===== src/rtl/scan_mux_pkg.sv =====
// -----------------------------------------------------------------------------
// scan_mux_pkg
// Shared definitions for the scan_mux slice:
//   - MODE_MANUAL / MODE_SCAN : values of the mode input
//   - DEF_NCH / DEF_W         : default channel count and channel width
//   - state_e                 : output-register occupancy (EMPTY / FULL)
//   - next_ptr()              : round-robin successor with an explicit wrap
// Optional feature macro used by the top: SCAN_MUX_PARITY_EN.
// -----------------------------------------------------------------------------
package scan_mux_pkg;

  localparam logic MODE_MANUAL = 1'b0;
  localparam logic MODE_SCAN   = 1'b1;

  localparam int DEF_NCH = 4;
  localparam int DEF_W   = 4;

  // The state bit doubles as out_valid.
  typedef enum logic {
    ST_EMPTY = 1'b0,
    ST_FULL  = 1'b1
  } state_e;

  // Wraps at nch-1 explicitly so non-power-of-two channel counts never
  // visit an index that does not exist.
  function automatic int unsigned next_ptr(input int unsigned cur,
                                           input int unsigned nch);
    return (cur == nch - 1) ? 0 : cur + 1;
  endfunction

endpackage


===== src/rtl/scan_mux_ptr.sv =====
// -----------------------------------------------------------------------------
// scan_mux_ptr
// Round-robin channel pointer for scan mode.
// Ports:
//   clk   : rising-edge clock
//   rst_n : asynchronous active-low reset (ptr -> 0)
//   adv   : step the pointer to the next channel
//   clr   : force the pointer to channel 0; combined with adv the pointer
//           lands on channel 1 (channel 0 is the one being consumed now)
//   ptr   : current channel index, always < NCH
// -----------------------------------------------------------------------------
module scan_mux_ptr
  import scan_mux_pkg::*;
#(
  parameter int NCH = DEF_NCH
) (
  input  logic                   clk,
  input  logic                   rst_n,
  input  logic                   adv,
  input  logic                   clr,
  output logic [$clog2(NCH)-1:0] ptr
);

  localparam int SELW = $clog2(NCH);

  logic [SELW-1:0] base;
  logic [SELW-1:0] ptr_d;

  // NOTE: every variable assigned in always_comb gets a value on all paths
  // before any conditional logic, otherwise synthesis infers a latch.
  always_comb begin
    base  = clr ? '0 : ptr;
    ptr_d = base;
    if (adv) ptr_d = SELW'(next_ptr(32'(base), NCH));
  end

  // NOTE: sequential state uses non-blocking assignments so every register
  // samples the pre-edge values of the others, matching real flip-flops.
  always_ff @(posedge clk or negedge rst_n) begin
    if (!rst_n) ptr <= '0;
    else        ptr <= ptr_d;
  end

endmodule


===== src/rtl/scan_mux.sv =====
// -----------------------------------------------------------------------------
// scan_mux
// Registered NCH-to-1 data multiplexer with a valid/ready output handshake.
// Manual mode picks the channel from sel; scan mode walks the channels
// round-robin, one per captured beat.
// Ports:
//   clk       : rising-edge clock
//   rst_n     : asynchronous active-low reset, drops any in-flight beat
//   data_in   : NCH*W channel bus, channel c at [c*W +: W]
//   sel       : manual-mode channel select
//   mode      : 0 = manual, 1 = scan
//   en        : capture enable
//   out_data  : registered selected data
//   out_sel   : channel index out_data came from
//   out_valid : out_data/out_sel hold a beat
//   out_par   : even parity of out_data (only with SCAN_MUX_PARITY_EN)
//   out_ready : consumer accepts the beat when out_valid && out_ready
//   sel_err   : one-cycle pulse on a manual capture with sel >= NCH
// Optional feature macro: SCAN_MUX_PARITY_EN.
// -----------------------------------------------------------------------------
module scan_mux
  import scan_mux_pkg::*;
#(
  parameter int NCH  = DEF_NCH,
  parameter int W    = DEF_W,
  parameter int SELW = $clog2(NCH)
) (
  input  logic              clk,
  input  logic              rst_n,
  input  logic [NCH*W-1:0]  data_in,
  input  logic [SELW-1:0]   sel,
  input  logic              mode,
  input  logic              en,
  output logic [W-1:0]      out_data,
  output logic [SELW-1:0]   out_sel,
  output logic              out_valid,
`ifdef SCAN_MUX_PARITY_EN
  output logic              out_par,
`endif
  input  logic              out_ready,
  output logic              sel_err
);

  state_e          state_q, state_d;
  logic            mode_q;
  logic            mode_scan;
  logic            mode_rise;
  logic            cap;
  logic            sel_bad;
  logic [SELW-1:0] ptr;
  logic [SELW-1:0] src;
  logic [W-1:0]    mux_data;

  assign out_valid = (state_q == ST_FULL);
  assign mode_scan = (mode == MODE_SCAN);
  assign mode_rise = mode_scan && (mode_q == MODE_MANUAL);
  // A full register may be refilled in the same cycle it is drained.
  assign cap       = en && (!out_valid || out_ready);
  assign sel_bad   = !mode_scan && (32'(sel) >= NCH);
  // On entry to scan mode the walk restarts at channel 0 without waiting a
  // cycle for the pointer register to clear.
  assign src       = mode_scan ? (mode_rise ? '0 : ptr) : sel;

  scan_mux_ptr #(.NCH(NCH)) u_ptr (
    .clk   (clk),
    .rst_n (rst_n),
    .adv   (cap && mode_scan),
    .clr   (mode_rise),
    .ptr   (ptr)
  );

  // Out-of-range indices match no channel and yield zero.
  always_comb begin
    mux_data = '0;
    for (int c = 0; c < NCH; c++) begin
      if (32'(src) == c) mux_data = data_in[c*W +: W];
    end
  end

  always_comb begin
    state_d = state_q;
    if (cap)                                 state_d = ST_FULL;
    else if (state_q == ST_FULL && out_ready) state_d = ST_EMPTY;
  end

  always_ff @(posedge clk or negedge rst_n) begin
    if (!rst_n) state_q <= ST_EMPTY;
    else        state_q <= state_d;
  end

  always_ff @(posedge clk or negedge rst_n) begin
    if (!rst_n) begin
      out_data <= '0;
      out_sel  <= '0;
      sel_err  <= 1'b0;
      mode_q   <= MODE_MANUAL;
    end else begin
      mode_q  <= mode;
      sel_err <= cap && sel_bad;
      if (cap) begin
        out_data <= mux_data;
        out_sel  <= src;
      end
    end
  end

`ifdef SCAN_MUX_PARITY_EN
  always_ff @(posedge clk or negedge rst_n) begin
    if (!rst_n)   out_par <= 1'b0;
    else if (cap) out_par <= ^mux_data;
  end
`else
  // Parity output not present in this build.
`endif

endmodule


===== config.mk =====
export PLATFORM = sky130hd
export DESIGN_NAME = scan_mux
export DESIGN_NICKNAME = d
export VERILOG_FILES = /design/src/rtl/scan_mux_pkg.sv /design/src/rtl/scan_mux_ptr.sv /design/src/rtl/scan_mux.sv
export SDC_FILE = /design/constraint.sdc
export NUM_CORES = 1
export LEC_CHECK = 0
export ABC_AREA = 1
export CAP_MARGIN = 10
export CORE_MARGIN = 10
export CORE_UTILIZATION = 37
export DETAILED_ROUTE_END_ITERATION = 16
export GPL_TIMING_DRIVEN = 0
export HOLD_SLACK_MARGIN = 0.15
export PLACE_DENSITY = 0.8
export SETUP_SLACK_MARGIN = 0.15
export SLEW_MARGIN = 20
export SYNTH_ARGS = -nofsm -noshare
export SYNTH_HDL_FRONTEND = slang
export SYNTH_SLANG_ARGS = --single-unit

===== constraint.sdc =====
create_clock -name clk -period 1.2 [get_ports clk]
set_input_delay 0.3 -clock clk [delete_from_list [all_inputs] [get_ports clk]]
set_output_delay 0.3 -clock clk [all_outputs]
set_load 0.02 [all_outputs]

==> reports/results.ini, run 1 <==
[routing]
drc_errors=0
routed_wl_um=1870
drt-initial-drc-count=20
drt_first_pass_iters=4
via_per_inst=4.76
via_count=619
drtAntennaViolNets=0
wl_per_cell_um=14.4

[synth]
syn_nets=98
yosys.area.top_type_share=0.427
ys_types=15
postSynth.asyncResetShare=1.00
yosysSeqAreaShare=0.427
yosysMostFrequentCell=nand2_1
yosysWarnings=0
yosysTopAreaCell=dfrtp_1
ys_top_cells_by_area=dfrtp_1, nand2_1, nand2_4
netlist_area_sq_um=586
yosys-top-cells-count=nand2_1, dfrtp_1, nand3_1, inv_1, o21ai_1
synth_flop_cell=dfrtp_1
synth_edf_count=0
ys_seq_elements=10
synth_cells=75
postSynthAreaPerCell_sq_um=7.81

[cells_and_area]
diodes=0
fin_nets=138
multi_input_area_sq_um=420
regArea_sq_um=253
area_growth_pct=87.2
drive_gt1_frac=0.430
nFillCells=120
finalInstanceArea_sq_um=1100
fin_util=0.728

[sta]
period_share=1.02
fin_crit_ns=1.23
drv_slew=0
setup_ws_ns=-0.0276
rsz0062_at_grt=yes
fin_worst_skew_ns=0.00173
max_clock_freq_ghz=0.815
report.final.setup_viol=1
hold_viol=0

[critical_path]
critPathCaptureType=register
slowest_delay_ns=0.43
crit_chain=nand3_4 -> nand2_8 -> nand2_8 -> o21ai_1 -> inv_1 -> nand2_1 -> nand2_1
slowest_stage=dfrtp_2
critical-path-top-delay-family=simple AND/OR/NAND/NOR gates
path_class=reg2reg
cp.required_ns=1.36
path_buf_inv=1
startpoint_type=register
critPathMaxFanout=5
cp.arrival_ns=1.38

[die]
die_h_um=59.8
die_x_um=59.8
rows=14
ios=31
dieArea_sq_um=3570
coreArea_sq_um=1510
initial_core_util=0.389

[clock_tree]
cts_hold_buf=0
cts_buffers=3
cts_max_path_buffers=2
htreeDepth=1
clkLatencyLatePin_ns=0.26
clockRootBuffer=clkbuf_4
cts_tree=done
clock-sinks=10
clk_pin_slew_worst_paths_ns=0.07

[placed_design]
preCtsSetupSlack_ns=-0.467
port_buffers=29
globalplace.congestion=0.692
hpwl_um=1260
placed_area_sq_um=905

[pwr]
ir_drop_mv=0.526
power.leakage_nw=0.516
powerDensity_nw_per_um2=1130

[job]
maxCapViolCount=0

[run_status]
violations=negative setup slack
status=complete, but fails checks

[grt]
overflow=0
grt_pass1_vias=635
grt_use_total=0.0897
grt_pass1_wl_um=2640
antenna_found_initial=0
grt_max_degree=11

[min_path]
hold_path.class=in2reg

## area by class of cell
cell class | instances | share of cell area
tap | 16 | 0.0183
buffer | 1 | 0.00685
multi-input combinational | 56 | 0.384
inverter | 10 | 0.0365
clock buffer | 4 | 0.0331
sequential | 10 | 0.231
timing repair buffer | 33 | 0.291
## state kept, by name, summed over array words and instances, names as in the netlist
name       cells
out_data       4
mode_q         1
out_valid      1
u_ptr.ptr      2
out_sel        2
## final timing paths
kind | start | endpoint | slack [ns] | cells past startpoint
worst min register to register | out_data[1] | out_data[1] | 0.52 | 2
worst max register to register | mode_q | out_data[2] | -0.03 | 7
max in group asynchronous | rst_n | mode_q | 0.53 | 1
min in group asynchronous | rst_n | out_sel[1] | 0.35 | 1
worst max-delay path | mode_q | out_data[2] | -0.03 | 7
worst min-delay path | mode | mode_q | 0.29 | 1
## power by group
group,switching [W],internal (W),leakage [nW]
Sequential,0.0000537,0.000394,0.122
Clock,0.000119,0.000184,0.0210
Combinational,0.000250,0.000241,0.373
Total,0.000423,0.000819,0.516
## placed cells by master, fill, tap and decap left out
| master | count |
|---|---|
| nand2_2 | 4 |
| o21ai_0 | 2 |
| clkdlybuf4s50_1 | 17 |
| xor2_1 | 1 |
| nand3_4 | 2 |
| nand2_1 | 18 |
| inv_1 | 4 |
| dfrtp_1 | 8 |
| dlygate4sd2_1 | 4 |
| clkbuf_8 | 1 |
| clkbuf_2 | 1 |
| nand3_2 | 4 |
| inv_2 | 5 |
| clkbuf_4 | 3 |
| inv_4 | 1 |
| nor2_4 | 2 |
| dfrtp_2 | 2 |
| nand3_1 | 4 |
| buf_4 | 5 |
| xnor2_1 | 1 |
| conb_1 | 1 |
| a21oi_4 | 1 |
| o21ai_2 | 5 |
| o21ai_1 | 5 |
| nand2_4 | 3 |
| buf_6 | 7 |
| nand2_8 | 3 |
## per-layer routing
layer,global-route usage,share of wire
met1,0.110,0.41
met2,0.150,0.51
met5,0,0
met3,0.0127,0.060
met4,0.0385,0.015
## worst reg2reg max path: cells and delay by family, from the launching register on
kind / cells / cell delay (ns)
AND/OR/NAND/NOR: 5 / 0.44
buffers and inverters: 1 / 0.07
AO/OA/AOI/OAI: 1 / 0.17
flip-flops: 1 / 0.43
## stage by stage
stage               std cells  setup TNS (ns)  hold WS, ns  power [W]
floorplan                  75               0      0.00441   0.000631
global placement          120           -2.88        0.465   0.000815
detailed placement        120           -3.21        0.472   0.000824
CTS                       127               0        0.360    0.00116
global route              130          -0.185        0.281    0.00131
finish                    130         -0.0276        0.289    0.00124
## repair_timing
item	in CTS	in global routing
gates cloned	1	1
endpoints found under the setup margin	15	15
pin swaps	7	11
setup buffers	2	2
resized for setup	55	24
## logic make-up (layout without fill, tap and decap cells)
kind of cell,count (synthesis),after routing,synth area share
xor+xnor,2,2,0.0299
other cells,1,1,0.00640
compound gates,13,13,0.118
buf+inv,11,48,0.0769
simple gates,38,40,0.342
flops,10,10,0.427
Note: power is estimated with default switching activity, not from simulation.
==> run 2, diff against run 1 <==
Settings changed: CAP_MARGIN 10 to default, PLACE_DENSITY 0.8 to 0.79.
==> run 2 against run 1 <==
- the run now ends clean
- largest power group unchanged
- combinational power down 2%
- fmax is 3.8% higher
- total power shrank 1.7%
- via count is 1.3% higher
- clock power decreased by 3%
- wire length down 1.2%
- register-to-register slack improved by 0.04 ns
==> reports/results.ini, run 2 (synthesized netlist as in run 1, its figures left out) <==
[cells_and_area]
area_growth_pct=84.8
fin_nets=138
nFillCells=128
top_regs=out_data: 4 flops, out_sel: 2 flops, u_ptr.ptr: 2 flops
regMostFlops=out_data
diodes=0
largest_register_ffs=4
final_cell_mix=nand2_1, clkdlybuf4s50_1, dfrtp_1
final_common_cell=nand2_1
drive_gt1_frac=0.404
layoutNonFillerInstCount=130
fin_util=0.718

[die]
rows=14
dieArea_sq_um=3570
coreArea_sq_um=1510
die_h_um=59.8
die_x_um=59.8
ios=31
initial_core_util=0.389

[clock_tree]
clock-sinks=10
clk_pin_slew_worst_paths_ns=0.07
clockRootBuffer=clkbuf_4
htreeDepth=1
cts_buffers=3
cts_tree=done
clkLatencyLatePin_ns=0.25
cts_hold_buf=0
cts_max_path_buffers=2

[critical_path]
endpoint=out_data[3]
critPathMaxFanout=5
critPathCaptureType=register
crit_chain=nand3_4 -> nand2_8 -> o21ai_1 -> nand3_2 -> nand2_1 -> nand2_1
startpoint_type=register
slowest_stage=dfrtp_2
r2r-end=out_data[3]
path_class=reg2reg
r2r.worst_path.cells=6
cp-startpoint=mode_q
r2r_setup_slack_ns=0.02
slowest_delay_ns=0.46
cp.required_ns=1.35
cpMostUsedCell=nand2_1
cp.arrival_ns=1.33
worstReg2RegStart=mode_q

[run_status]
status=complete, no violations

[sta]
rsz0062_at_grt=yes
report.final.setup_viol=0
setup_ws_ns=0.0169
period_share=0.986
drv_slew=0
max_clock_freq_ghz=0.845
fin_crit_ns=1.18
tns_ns=0
fin_worst_skew_ns=0.00317
hold_viol=0

[routing]
drc_errors=0
via_per_inst=4.82
via_count=627
wl_per_cell_um=14.2
route.met2.wl_um=998
drt_first_pass_iters=4
drtAntennaViolNets=0
m1WireLength_um=720
routed_wl_um=1850
drt-initial-drc-count=10
maxUsedRoutingLayer=met4
wl_met3_um=104

[grt]
grt_use_total=0.0935
grt_pass1_vias=648
grt_pass1_wl_um=2680
grt_max_degree=11
overflow=0
antenna_found_initial=0

[pwr]
total_power_w=0.00122
ir_drop_mv=0.646
power.leakage_nw=0.525
powerDensity_nw_per_um2=1130

[placed_design]
dp.cells=120
port_buffers=29
globalplace.congestion=0.686
hpwl_um=1380
preCtsSetupSlack_ns=-0.489

[job]
maxCapViolCount=0

[min_path]
hold_path.class=in2async

-- run 2: cell types whose count changed in the layout (fill, tap and decap cells not counted), moves of 2 or more --
cell     change
nand2_1      +2
nand2_2      -3
nand2_4      +2
o21ai_1      +2
-- run 2: routing by layer --
layer | up-vias | GRT usage
met5 | - | 0
met4 | 0 | 0.0417
met3 | 4 | 0.0148
met2 | 20 | 0.178
met1 | 282 | 0.0958
li1 | 321 | -
-- run 2: what timing repair did --
item                       4_1_cts  5_1_grt
setup endpoints to repair       15       15
gates resized for setup         66        8
setup buffers                    2        2
cloned                           2        0
pin swaps                        9        6
-- run 2: power breakdown --
group / switching, W / internal, W
sequential: 0.0000548 / 0.000395
combinational: 0.000240 / 0.000239
clock: 0.000109 / 0.000184
total: 0.000404 / 0.000817
-- run 2: worst min-delay path by stage --
stage / end / start / slack, ns / depth (start not counted)
after floorplan: mode_q / rst_n / 0.004 / 0
after global placement: out_data[2] / out_data[2] / 0.46 / 2
after detailed placement: out_data[2] / out_data[2] / 0.46 / 2
after CTS: out_data[0] / rst_n / 0.36 / 1
after global routing: out_sel[0] / rst_n / 0.38 / 1
final: out_data[0] / rst_n / 0.35 / 1
-- run 2: final cells by class --
type	count	area (sq um)	share of cell area
repair buffers	33	325	0.301
inverters	10	37.5	0.0347
multi-input cells	56	403	0.372
flip-flops and latches	10	253	0.234
plain buffers	1	7.51	0.00694
well taps	16	20.0	0.0185
clock buffers	4	36.3	0.0335
-- run 2: per-stage QoR --
step,cell area [sq um],hold slack (ns)
2_1_floorplan,594,0.00441
3_3_place_gp,905,0.463
3_5_place_dp,905,0.464
4_1_cts,1030,0.356
5_1_grt,1080,0.378
6_report,1080,0.346
-- run 2: worst max-delay path: cells and delay by family, from the launching register on --
kind / cells / cell delay, ns
flops: 1 / 0.46
compound gates: 1 / 0.19
simple gates: 5 / 0.43
==> run 3, diff against run 2 <==
Settings changed: CORE_UTILIZATION 37 to 39, PLACE_DENSITY 0.79 to 0.81, SYNTH_HIERARCHICAL from default to 1.
==> run 3 against run 2 <==
- critical endpoint is now u_ptr/ptr[0]
- sequential share of layout area down 2.0 points
- largest power group unchanged
- utilization up 5.9 points
- first-iteration DRC count up 40%
- wire length up 20%
- synthesized area up 7.9%
- worst setup slack better by 0.057 ns
- critical path depth unchanged
- largest cell class unchanged
- clock power up 6.8%
- die area up 1.6%
- sequential cell count unchanged
==> reports/results.ini, run 3 <==
[run_status]
status=complete, no violations

[routing]
drc_errors=0
drt_first_pass_iters=4
via_count=761
drtAntennaViolNets=0
routed_wl_um=2210
via_per_inst=4.97
drt-initial-drc-count=14
wl_per_cell_um=14.5

[grt]
overflow=0
grt_pass1_wl_um=3310
grt_use_total=0.120
grt_max_degree=11
grt_pass1_vias=787
antenna_found_initial=0

[synth]
synth_edf_count=0
yosysWarnings=6
yosysSeqAreaShare=0.396
ys_top_cells_by_area=dfrtp_1, nand2_1, nand3_1
netlist_area_sq_um=632
yosysMostFrequentCell=nand2_1
yosys.area.top_type_share=0.396
postSynth.asyncResetShare=1.00
yosys-top-cells-count=nand2_1, nand3_1, dfrtp_1, inv_1
ys_seq_elements=10
syn_nets=115
ys_types=16
postSynthAreaPerCell_sq_um=6.87
synth_cells=92
yosysTopAreaCell=dfrtp_1
synth_flop_cell=dfrtp_1

[cells_and_area]
regMostFlops=out_data
multi_input_area_sq_um=439
area_growth_pct=87.5
fin_nets=161
fin_util=0.778
finalInstanceArea_sq_um=1180
nFillCells=127
top_regs=out_data: 4 flops, out_sel: 2 flops, u_ptr/ptr: 2 flops
drive_gt1_frac=0.387
final_cell_mix=nand2_1, clkdlybuf4s50_1, buf_4
regArea_sq_um=253
diodes=0
final_common_cell=nand2_1
largest_register_ffs=4

[clock_tree]
htreeDepth=1
clk_pin_slew_worst_paths_ns=0.07
clkLatencyLatePin_ns=0.27
clockRootBuffer=clkbuf_4
cts_tree=done
cts_max_path_buffers=2
cts_buffers=3
clock-sinks=10

[pwr]
seqPwrFrac=0.349
p_clk_frac=0.246
p_switching_w=0.000432
ir_drop_mv=0.490
switching_share=0.339
power.leakage_nw=0.589
combPwrFrac=0.405
total_power_w=0.00127
internal_power_w=0.000840
powerDensity_nw_per_um2=1070

[critical_path]
startpoint_type=register
critPathCaptureType=register
critPathMaxFanout=3
cp.arrival_ns=1.29
path_class=reg2reg
cp.required_ns=1.37

[sta]
fin_worst_skew_ns=0.00319
drv_slew=0
period_share=0.939
report.final.setup_viol=0
max_clock_freq_ghz=0.888
hold_viol=0
fin_crit_ns=1.13
rsz0062_at_grt=yes
hold_ws_ns=0.345

[placed_design]
globalplace.congestion=0.759
hpwl_um=1510
port_buffers=29
placed_area_sq_um=962

[job]
maxCapViolCount=0

[die]
ios=31
die_h_um=60.3
dieArea_sq_um=3630
initial_core_util=0.415
rows=14
die_x_um=60.3
coreArea_sq_um=1520

[min_path]
hold_path.class=in2async

## run 3: layout make-up
| cell class | count | share of cell area |
|---|---|---|
| multi-input cells | 70 | 0.371 |
| inverters | 12 | 0.0401 |
| well taps | 16 | 0.0169 |
| repair buffers | 39 | 0.313 |
| flip-flops and latches | 10 | 0.213 |
| plain buffers | 2 | 0.0158 |
| clock buffers | 4 | 0.0306 |
## run 3: power by group through the flow
stage	logic (W)	registers, W	clock network, W
after detailed placement	0.000403	0.000434	0
after floorplan	0.000156	0.000478	0
after CTS	0.000465	0.000432	0.000318
after global routing	0.000558	0.000450	0.000329
final	0.000514	0.000444	0.000313
after global placement	0.000393	0.000430	0
## run 3: stage by stage
stage,worst slack (ns),std cells,setup TNS [ns]
2_1_floorplan,0.0568,92,0
3_3_place_gp,-0.408,137,-2.93
3_5_place_dp,-0.447,137,-3.41
4_1_cts,0.0755,151,0
5_1_grt,-0.00753,153,-0.0153
6_report,0.0738,153,0
## run 3: cells by family (layout without fill, tap and decap cells)
kind of cell,after synthesis,after routing,share of synthesized area
DFF,10,10,0.396
and+or+nand+nor,61,63,0.459
buffers and inverters,14,57,0.0911
other,1,1,0.00593
AOI/OAI and AO/OA,6,6,0.0475
## run 3: worst max-delay path, stage by stage (launching register included)
cell and delay, ns:
dfrtp_2 0.42, nand2_2 0.08, nand2_2 0.06, buf_6 0.12, nor2_4 0.12, nand3_2 0.09, and2_1 0.14
## run 3: path summary, 6_finish.rpt
path                             start            to  slack [ns]  cells past startpoint
min in group clk                  mode        mode_q        0.42                      1
hold / removal                   rst_n  u_ptr/ptr[1]        0.34                      1
hold reg to reg            out_data[1]   out_data[1]        0.51                      2
setup reg to reg             out_valid  u_ptr/ptr[0]        0.07                      6
max in group asynchronous        rst_n     out_valid        0.51                      1
setup / recovery             out_valid  u_ptr/ptr[0]        0.07                      6
## run 3: metal layers
layer  wire length [um]  GRT usage
met1                881      0.120
met2               1120      0.201
met5                  0          0
met4                 54     0.0929
met3                155     0.0339
## run 3: what timing repair did
item / 4_1_cts / 5_1_grt
endpoints found under the setup margin: 15 / 15
hold buffers: 0 / 0
resized for setup: 53 / 22
gates cloned: 2 / 0
pin swaps: 10 / 12
setup buffers: 8 / 2
